--- src/rtl/sd_cmd_responder.sv ---
// sd_cmd_responder: card-side SD CMD-line engine.
// Receives 48-bit host commands, checks framing (and optionally CRC7),
// hands index/argument to card logic, then sends the 48-bit response
// after the NCR gap.
// Build option: define SD_CMD_CRC_CHECK_EN to verify the command CRC7;
// without it the CRC field is captured but ignored and CrcError stays 0.
module sd_cmd_responder #(
  parameter int NCR_CYCLES = 2
) (
  input  logic        Clk,
  input  logic        Reset,
  input  logic        CmdIn,
  output logic        CmdOut,
  output logic        CmdOutEn,
  output logic        CmdValid,
  input  logic        CmdReady,
  output logic [5:0]  CmdIndex,
  output logic [31:0] CmdArg,
  input  logic        RspValid,
  output logic        RspReady,
  input  logic        RspNone,
  input  logic        RspNoCrc,
  input  logic [5:0]  RspIndex,
  input  logic [31:0] RspArg,
  output logic        CrcError,
  output logic        FrameError,
  output logic        Busy
);

`ifdef SD_CMD_CRC_CHECK_EN
  localparam bit CRC_CHECK = 1'b1;
`else
  localparam bit CRC_CHECK = 1'b0;
`endif

  typedef enum logic [2:0] {IDLE, RECV, DELIVER, WAITRSP, GAP, SEND} state_t;

  state_t      state;
  logic [46:0] sr;       // bits received so far, newest in lsb
  logic [5:0]  bitcnt;   // bits captured so far in the current frame
  logic [6:0]  crc;      // running command CRC7
  logic [6:0]  ncr_cnt;  // cycles since end bit, saturating
  logic [47:0] tx;       // response frame, shifted out msb first
  logic [5:0]  txcnt;

  // One CRC7 step, polynomial x^7 + x^3 + 1
  function automatic logic [6:0] crc7_step(input logic [6:0] c, input logic b);
    logic fb;
    fb = c[6] ^ b;
    return {c[5:0], 1'b0} ^ (fb ? 7'h09 : 7'h00);
  endfunction

  function automatic logic [6:0] crc7_40(input logic [39:0] d);
    logic [6:0] c;
    c = 7'h00;
    for (int i = 39; i >= 0; i--) c = crc7_step(c, d[i]);
    return c;
  endfunction

  logic [39:0] rsp_hdr;
  logic [6:0]  rsp_crc;
  assign rsp_hdr = {2'b00, RspIndex, RspArg};
  // R3 carries all-ones in place of a CRC
  assign rsp_crc = RspNoCrc ? 7'h7F : crc7_40(rsp_hdr);

  assign Busy = (state != IDLE);

  // Command receive, handshakes, NCR gap and response transmit
  always_ff @(posedge Clk) begin
    if (Reset) begin
      state      <= IDLE;
      sr         <= '0;
      bitcnt     <= '0;
      crc        <= '0;
      ncr_cnt    <= '0;
      tx         <= '1;
      txcnt      <= '0;
      CmdOut     <= 1'b1;
      CmdOutEn   <= 1'b0;
      CmdValid   <= 1'b0;
      RspReady   <= 1'b0;
      CmdIndex   <= '0;
      CmdArg     <= '0;
      CrcError   <= 1'b0;
      FrameError <= 1'b0;
    end else begin
      CrcError   <= 1'b0;
      FrameError <= 1'b0;
      if (ncr_cnt != 7'h7F) ncr_cnt <= ncr_cnt + 7'd1;
      case (state)
        IDLE: begin
          if (!CmdIn) begin
            state  <= RECV;
            bitcnt <= 6'd1;
            sr     <= '0;     // start bit already in lsb
            crc    <= 7'h00;  // CRC of a single 0 bit is 0
          end
        end
        RECV: begin
          sr     <= {sr[45:0], CmdIn};
          bitcnt <= bitcnt + 6'd1;
          if (bitcnt < 6'd40) crc <= crc7_step(crc, CmdIn);
          if (bitcnt == 6'd47) begin
            // CmdIn is the end bit; sr[45] is the transmission bit
            ncr_cnt <= '0;
            state   <= IDLE;
            if (!sr[45] || !CmdIn) FrameError <= 1'b1;
            else if (CRC_CHECK && (crc != sr[6:0])) CrcError <= 1'b1;
            else begin
              CmdIndex <= sr[44:39];
              CmdArg   <= sr[38:7];
              CmdValid <= 1'b1;
              state    <= DELIVER;
            end
          end
        end
        DELIVER: begin
          if (CmdReady) begin
            CmdValid <= 1'b0;
            RspReady <= 1'b1;
            state    <= WAITRSP;
          end
        end
        WAITRSP: begin
          if (RspValid) begin
            RspReady <= 1'b0;
            if (RspNone) state <= IDLE;
            else begin
              tx    <= {rsp_hdr, rsp_crc, 1'b1};
              state <= GAP;
            end
          end
        end
        GAP: begin
          if (ncr_cnt >= 7'(NCR_CYCLES)) begin
            state    <= SEND;
            CmdOutEn <= 1'b1;
            CmdOut   <= tx[47];
            tx       <= {tx[46:0], 1'b1};
            txcnt    <= 6'd1;
          end
        end
        SEND: begin
          if (txcnt == 6'd48) begin
            CmdOutEn <= 1'b0;
            CmdOut   <= 1'b1;
            state    <= IDLE;
          end else begin
            CmdOut <= tx[47];
            tx     <= {tx[46:0], 1'b1};
            txcnt  <= txcnt + 6'd1;
          end
        end
        default: state <= IDLE;
      endcase
    end
  end

endmodule

--- config.mk ---
export PLATFORM = sky130hd
export DESIGN_NAME = sd_cmd_responder
export DESIGN_NICKNAME = d
export VERILOG_FILES = /design/src/rtl/sd_cmd_responder.sv
export SDC_FILE = /design/constraint.sdc
export NUM_CORES = 1
export LEC_CHECK = 0
export ABC_AREA = 1
export BUFFER_PORTS_ARGS = -buffer_cell sky130_fd_sc_hd__buf_2
export CAP_MARGIN = 10
export CORE_AREA = 5 5 105 156
export CTS_CLUSTER_DIAMETER = 200
export DETAILED_ROUTE_END_ITERATION = 7
export DIE_AREA = 0 0 110 161
export PLACE_DENSITY_LB_ADDON = 0.3
export SLEW_MARGIN = 20
export SYNTH_ARGS = -nofsm -noshare
export SYNTH_HDL_FRONTEND = slang
export SYNTH_SLANG_ARGS = --single-unit
--- constraint.sdc ---
create_clock -name Clk -period 2 [get_ports Clk]
set_input_delay 0.3 -clock Clk [delete_from_list [all_inputs] [get_ports Clk]]
set_output_delay 0.3 -clock Clk [all_outputs]
set_load 0.02 [all_outputs]
[Yosys cells after proc, flatten, opt, wreduce, memory -nomap -nowiden]
Cells that the tools add are included.
Word-level totals
  flip-flop bits (word level): 159
  bits in latches: 0
  RAM bits: 0
  memory bits (read-only): 0
  output and inout bits: 45
  word-level logic and storage cells: 208
  memories: 0
Operators by class
  add/subtract/negate cells: 3
  multiply operators: 0
  divide/modulo/power cells: 0
  magnitude comparators: 1
  equality and inequality tests: 17
  shift operators: 0
  multiplexer cells: 77
  bitwise logic cells: 77
  reductions and logical operators: 20
Operators with widths (number)
  XOR 7 x 4 -> 7 bit: 35
  2-to-1 mux 48 bit: 4
  2-to-1 mux 4 bit: 38
  case mux 48 bit (3 select lines): 1
  case mux 46 bit (2 select lines): 1
  2-to-1 mux 46 bit: 1
  XOR 1 bit: 34
  2-to-1 mux 7 bit: 4
  case mux 6 bit (2 select lines): 2
  2-to-1 mux 3 bit: 7
  2-to-1 mux 6 bit: 3
  != test 2 bit (second input constant): 9
  case mux 3 bit (6 select lines): 1
  adder 6 x 1 -> 6 bit (second input constant): 2
  equality test 6 bit (second input constant): 2
  AND reduction 3 bit: 4
  2-to-1 mux 1 bit: 10
  case mux 1 bit (2 select lines): 4
  nonzero test 2 bit: 4
  adder 7 x 1 -> 7 bit (second input constant): 1
  >= comparator 7 x 2 -> 1 bit (second input constant): 1
  != test 7 bit (second input constant): 1
  equality test 3 x 2 -> 1 bit (second input constant): 2
  equality test 3 bit (second input constant): 2
  15 further kinds: 22

[Depth between registers and ports, before layout]
  word-level depth: 111
  depth in mapped cells: 26
  depth with buffers taken out: 25

[Worst setup path before layout]
Ideal clock, no wire load.
  path kind: reg2reg
  start: reg, netlist name bitcnt[0]
  end: reg txcnt[4]
  arrival: 1912 ps
  setup slack: -31 ps
  stages on the path, launching flop included: 12
  cell sequence: dfxtp_1 -> ha_1 -> nand3_1 -> nor3_1 -> o22ai_2 -> nor3_2 -> a21oi_2 -> nor2_4 -> nand2_2 -> nor3_2 -> and3_1 -> nor3_1
RTL lines
  end signal, assigned: RTL line 151  | txcnt <= txcnt + 6'd1;
  end, declared: RTL line 44  | logic [5:0] txcnt;

[Final worst setup path]
  start: reg ncr_cnt[0]
  end: reg tx[45]
On the way
  cells in the longest elaborated chain, start to end: 3
Ends and longest elaborated chain
  start, declared: RTL line 42  | logic [6:0] ncr_cnt;
  start signal, assigned: RTL line 89  | if (ncr_cnt != 7'h7F) ncr_cnt <= ncr_cnt + 7'd1;
  >= comparator 7 x 2 -> 1 bit: RTL line 135  | if (ncr_cnt >= 7'(NCR_CYCLES)) begin
  != test 2 bit (no source line)
  AND reduction 5 bit (no source line)
  end signal, assigned: RTL line 129  | tx <= {rsp_hdr, rsp_crc, 1'b1};
  end signal, assigned: RTL line 139  | tx <= {tx[46:0], 1'b1};
  end signal, assigned: RTL line 150  | tx <= {tx[46:0], 1'b1};
  end, declared: RTL line 43  | logic [47:0] tx;
Every way passes these cells.
A chain may end at the register's enable or synchronous reset.

==> impl_metrics.py <==
metrics = {
    "status": {
        "outcome": "finished, violations left",
        "violations": "setup timing",
    },
    "pwr": {
        "seqPwrFrac_pct": 39.5,
        "cell_internal_pwr_w": 0.00556,
        "combPwrFrac_pct": 21.0,
        "clkPwrFrac_pct": 39.5,
        "power_density_mw_per_mm2": 786,
        "power_switching_w": 0.00248,
        "sw_frac_of_total_pct": 30.9,
        "cellLeakagePower_nw": 4.69,
        "peakVddDrop_mv": 0.495,
    },
    "synthesis": {
        "seq_area_frac_synth_pct": 41.0,
        "yosysUniqueCellTypes": 44,
        "ys_seq_elements": 158,
        "synth_largest_area_cell": "dfxtp_1",
        "netlist_instances": 1102,
        "synth_edf_count": 0,
        "yosysWarnings": 0,
        "netlist.area_leader.share_pct": 41.0,
        "ys_top_cells_by_count": "305 x nand2_1, 158 x dfxtp_1, 92 x nor2_1, 79 x nand3_1, 73 x a21oi_1",
        "yosysMostFrequentCell": "nand2_1",
        "synth_area_leaders": "dfxtp_1 41%, nand2_1 15%, nand3_1 5.1%, a21oi_1 4.7%, nor2_1 4.5%",
        "avgSynthCellArea_um2": 7.01,
        "ys.flop_type": "dfxtp_1",
        "synth_nets": 1152,
        "synth-async-reset-ratio_pct": 0,
        "synth.cell_area_mm2": 0.00772,
    },
    "final_layout": {
        "syn_to_final_growth_pct": 32.5,
        "nFillCells": 1231,
        "nets": 1305,
        "final_layout_size_suffix_gt1_share_pct": 30.0,
        "fin_area_mm2": 0.0102,
        "antenna_cells": 0,
        "fin_cells": 1467,
    },
    "route": {
        "dr.pass1.iters": 5,
        "met2_length_mm": 10.8,
        "drc": 0,
        "vias_per_cell": 5.33,
        "first_iter_violations": 378,
        "vias": 7817,
        "wl_met1_mm": 8.38,
        "ant_nets": 0,
        "routedWlPerCell_um": 14.3,
        "routed.top_layer": "met4",
        "route.met3.wl_um": 946,
        "routed_wl_mm": 21.0,
    },
    "run": {
        "drv_cap": 0,
    },
    "critical_path": {
        "endpoint_kind": "flop",
        "crit_family": "buffers and inverters",
        "r2r_slack_ps": -170,
        "crit_buf_inv": 5,
        "critPathSlowestCell": "dfxtp_2",
        "path_class": "reg -> reg",
        "timing.rr.start": "ncr_cnt[0]",
        "cp.required_ps": 2290,
        "r2r_end": "tx[45]",
        "worstPathArrival_ps": 2460,
        "reg2regPathDepth": 14,
        "startpoint_type": "flop",
        "crit_fanout": 5,
        "path_common_cell": "buf_12",
        "max_stage_delay_ps": 330,
        "crit_path_cell_trace": "inv_2 > ha_4 > nor4_4 > buf_4 > nand2_4 > o21ai_2 > nor3_2 > a21oi_2 > nor2_4 > buf_12 > buf_6 > buf_12 > o211ai_1 > nand3_1",
    },
    "floorplanning": {
        "initial_utilization_pct": 51.7,
        "rows": 55,
        "die_h_um": 161,
        "pin_count": 90,
        "dieArea_mm2": 0.0177,
        "core-area_mm2": 0.0149,
        "die_x_um": 110,
    },
    "place": {
        "dpl_cell_area_mm2": 0.00886,
        "pre_cts_ws_ps": -368,
        "dp_cells": 1406,
        "hpwl_mm": 13.0,
        "portBuffers": 88,
        "gp_congestion": 0.860,
    },
    "timing": {
        "fmax_mhz": 461,
        "fin_crit_ps": 2170,
        "rsz0062_at_grt": "true",
        "relSlewSlack_pct": 52.0,
        "fin_ws_ps": -171,
        "worst_slew_pin_slew_ps": 720,
        "clock-skew-final_ps": 9.29,
        "finalHoldViolations": 0,
        "post-route-period-util_pct": 109,
        "drv_slew": 0,
        "setup_tns_ps": -6010,
        "finalSetupViolCount": 53,
    },
    "clocking": {
        "clk_latency_ps": 420,
        "cts_root_buf": "clkbuf_16",
        "cts_tree": "built",
        "htreeDepth": 4,
        "holdBufCountCts": 0,
        "numCtsBuffers": 17,
        "clk_pin_slew_ps": 70,
        "cts_buffer_depth": 2,
        "clkSinkCount": 158,
    },
    "global_route": {
        "grt_remaining_overflow": 0,
        "grt_use_total_pct": 23.1,
        "grt_max_degree": 71,
        "grt_pass1_vias": 7447,
        "grt_pass1_wl_mm": 33.6,
        "antenna_found_initial": 0,
    },
    "hold_path": {
        "whs_path_depth": 2,
        "hold_end": "RspReady",
        "worstHoldPathType": "in -> reg",
        "hp-start": "RspValid",
    },
}
## power groups by stage
stage          clock network [W]  registers, W  logic, W
6_report                 0.00317       0.00318   0.00169
5_1_grt                  0.00338       0.00318   0.00188
4_1_cts                  0.00323       0.00317   0.00158
3_5_place_dp                   0       0.00324   0.00156
3_3_place_gp                   0       0.00324   0.00154
2_1_floorplan                  0       0.00324   0.00111
## how the worst max path moves through the flow
stage,end,cells after the start,from
after global placement,tx[7],25,RspIndex[2]
after detailed placement,tx[5],25,RspIndex[2]
after floorplan,tx[5],25,RspIndex[4]
after global routing,txcnt[4],13,txcnt[1]
final,tx[45],14,ncr_cnt[0]
after CTS,txcnt[5],12,txcnt[1]
## kinds of logic after synthesis
kind of cell	Yosys count	synth area share [%]
AOI/OAI and AO/OA	181	13.7
adders and majority gates	5	0.810
xor gates and xnor gates	21	2.48
DFF	158	41.0
and+or+nand+nor	595	34.8
buffers and inverters	141	7.27
other	1	0.0486
## through the flow
step / util (%) / total power (W) / hold WS [ps]
detailed placement: 59.3 / 0.00480 / 452
global route: 68.5 / 0.00844 / 107
CTS: 65.4 / 0.00799 / 84.9
floorplan: - / 0.00435 / 395
finish: 68.5 / 0.00804 / 93.0
global placement: 59.3 / 0.00478 / 446
## timing repair
action,4_1_cts,5_1_grt
gates resized for setup,50,62
pin swaps,15,30
setup endpoints to repair,93,93
gates cloned,2,7
setup buffers,12,8
## layout by cell type, fill, tap and decap left out, drive strengths merged, types with 2 or more instances in the layout
cell | Yosys | final
a211oi | 4 | 4
a21oi | 74 | 74
a22oi | 2 | 2
and3 | 2 | 2
buf | 18 | 190
clkbuf | 43 | 22
clkinv | 0 | 6
dfxtp | 158 | 158
ha | 5 | 5
inv | 80 | 88
nand2 | 348 | 348
nand3 | 86 | 86
nand3b | 6 | 6
nand4 | 3 | 3
nor2 | 96 | 96
nor3 | 49 | 49
nor3b | 3 | 3
o211ai | 28 | 28
o21ai | 56 | 56
o22ai | 3 | 3
o311ai | 12 | 12
xnor2 | 10 | 10
xor2 | 11 | 11
## sequential cells by signal, summed over array words and instances (netlist names)
name and flops:
ncr_cnt 7, CmdValid 1, sr 46, bitcnt 6, CmdArg 32, txcnt 6
CmdIndex 6, CmdOutEn 1, state 3, CmdOut 1, RspReady 1, tx 47
FrameError 1
## area by class of cell
| cell class | count | area, µm² | area share [%] |
|---|---|---|---|
| multi-input combinational | 803 | 4400 | 43.0 |
| clock inverter | 15 | 153 | 1.49 |
| timing repair buffer | 195 | 1510 | 14.8 |
| tap | 199 | 249 | 2.43 |
| inverter | 80 | 315 | 3.08 |
| clock buffer | 17 | 425 | 4.16 |
| sequential | 158 | 3170 | 31.0 |
## routing by layer
layer | global-route usage [%] | up-vias
met5 | 0 | -
met4 | 11.2 | 0
met3 | 4.12 | 65
met2 | 39.7 | 218
met1 | 27.1 | 3612
li1 | - | 3922
(Power assumes the default switching activity.)
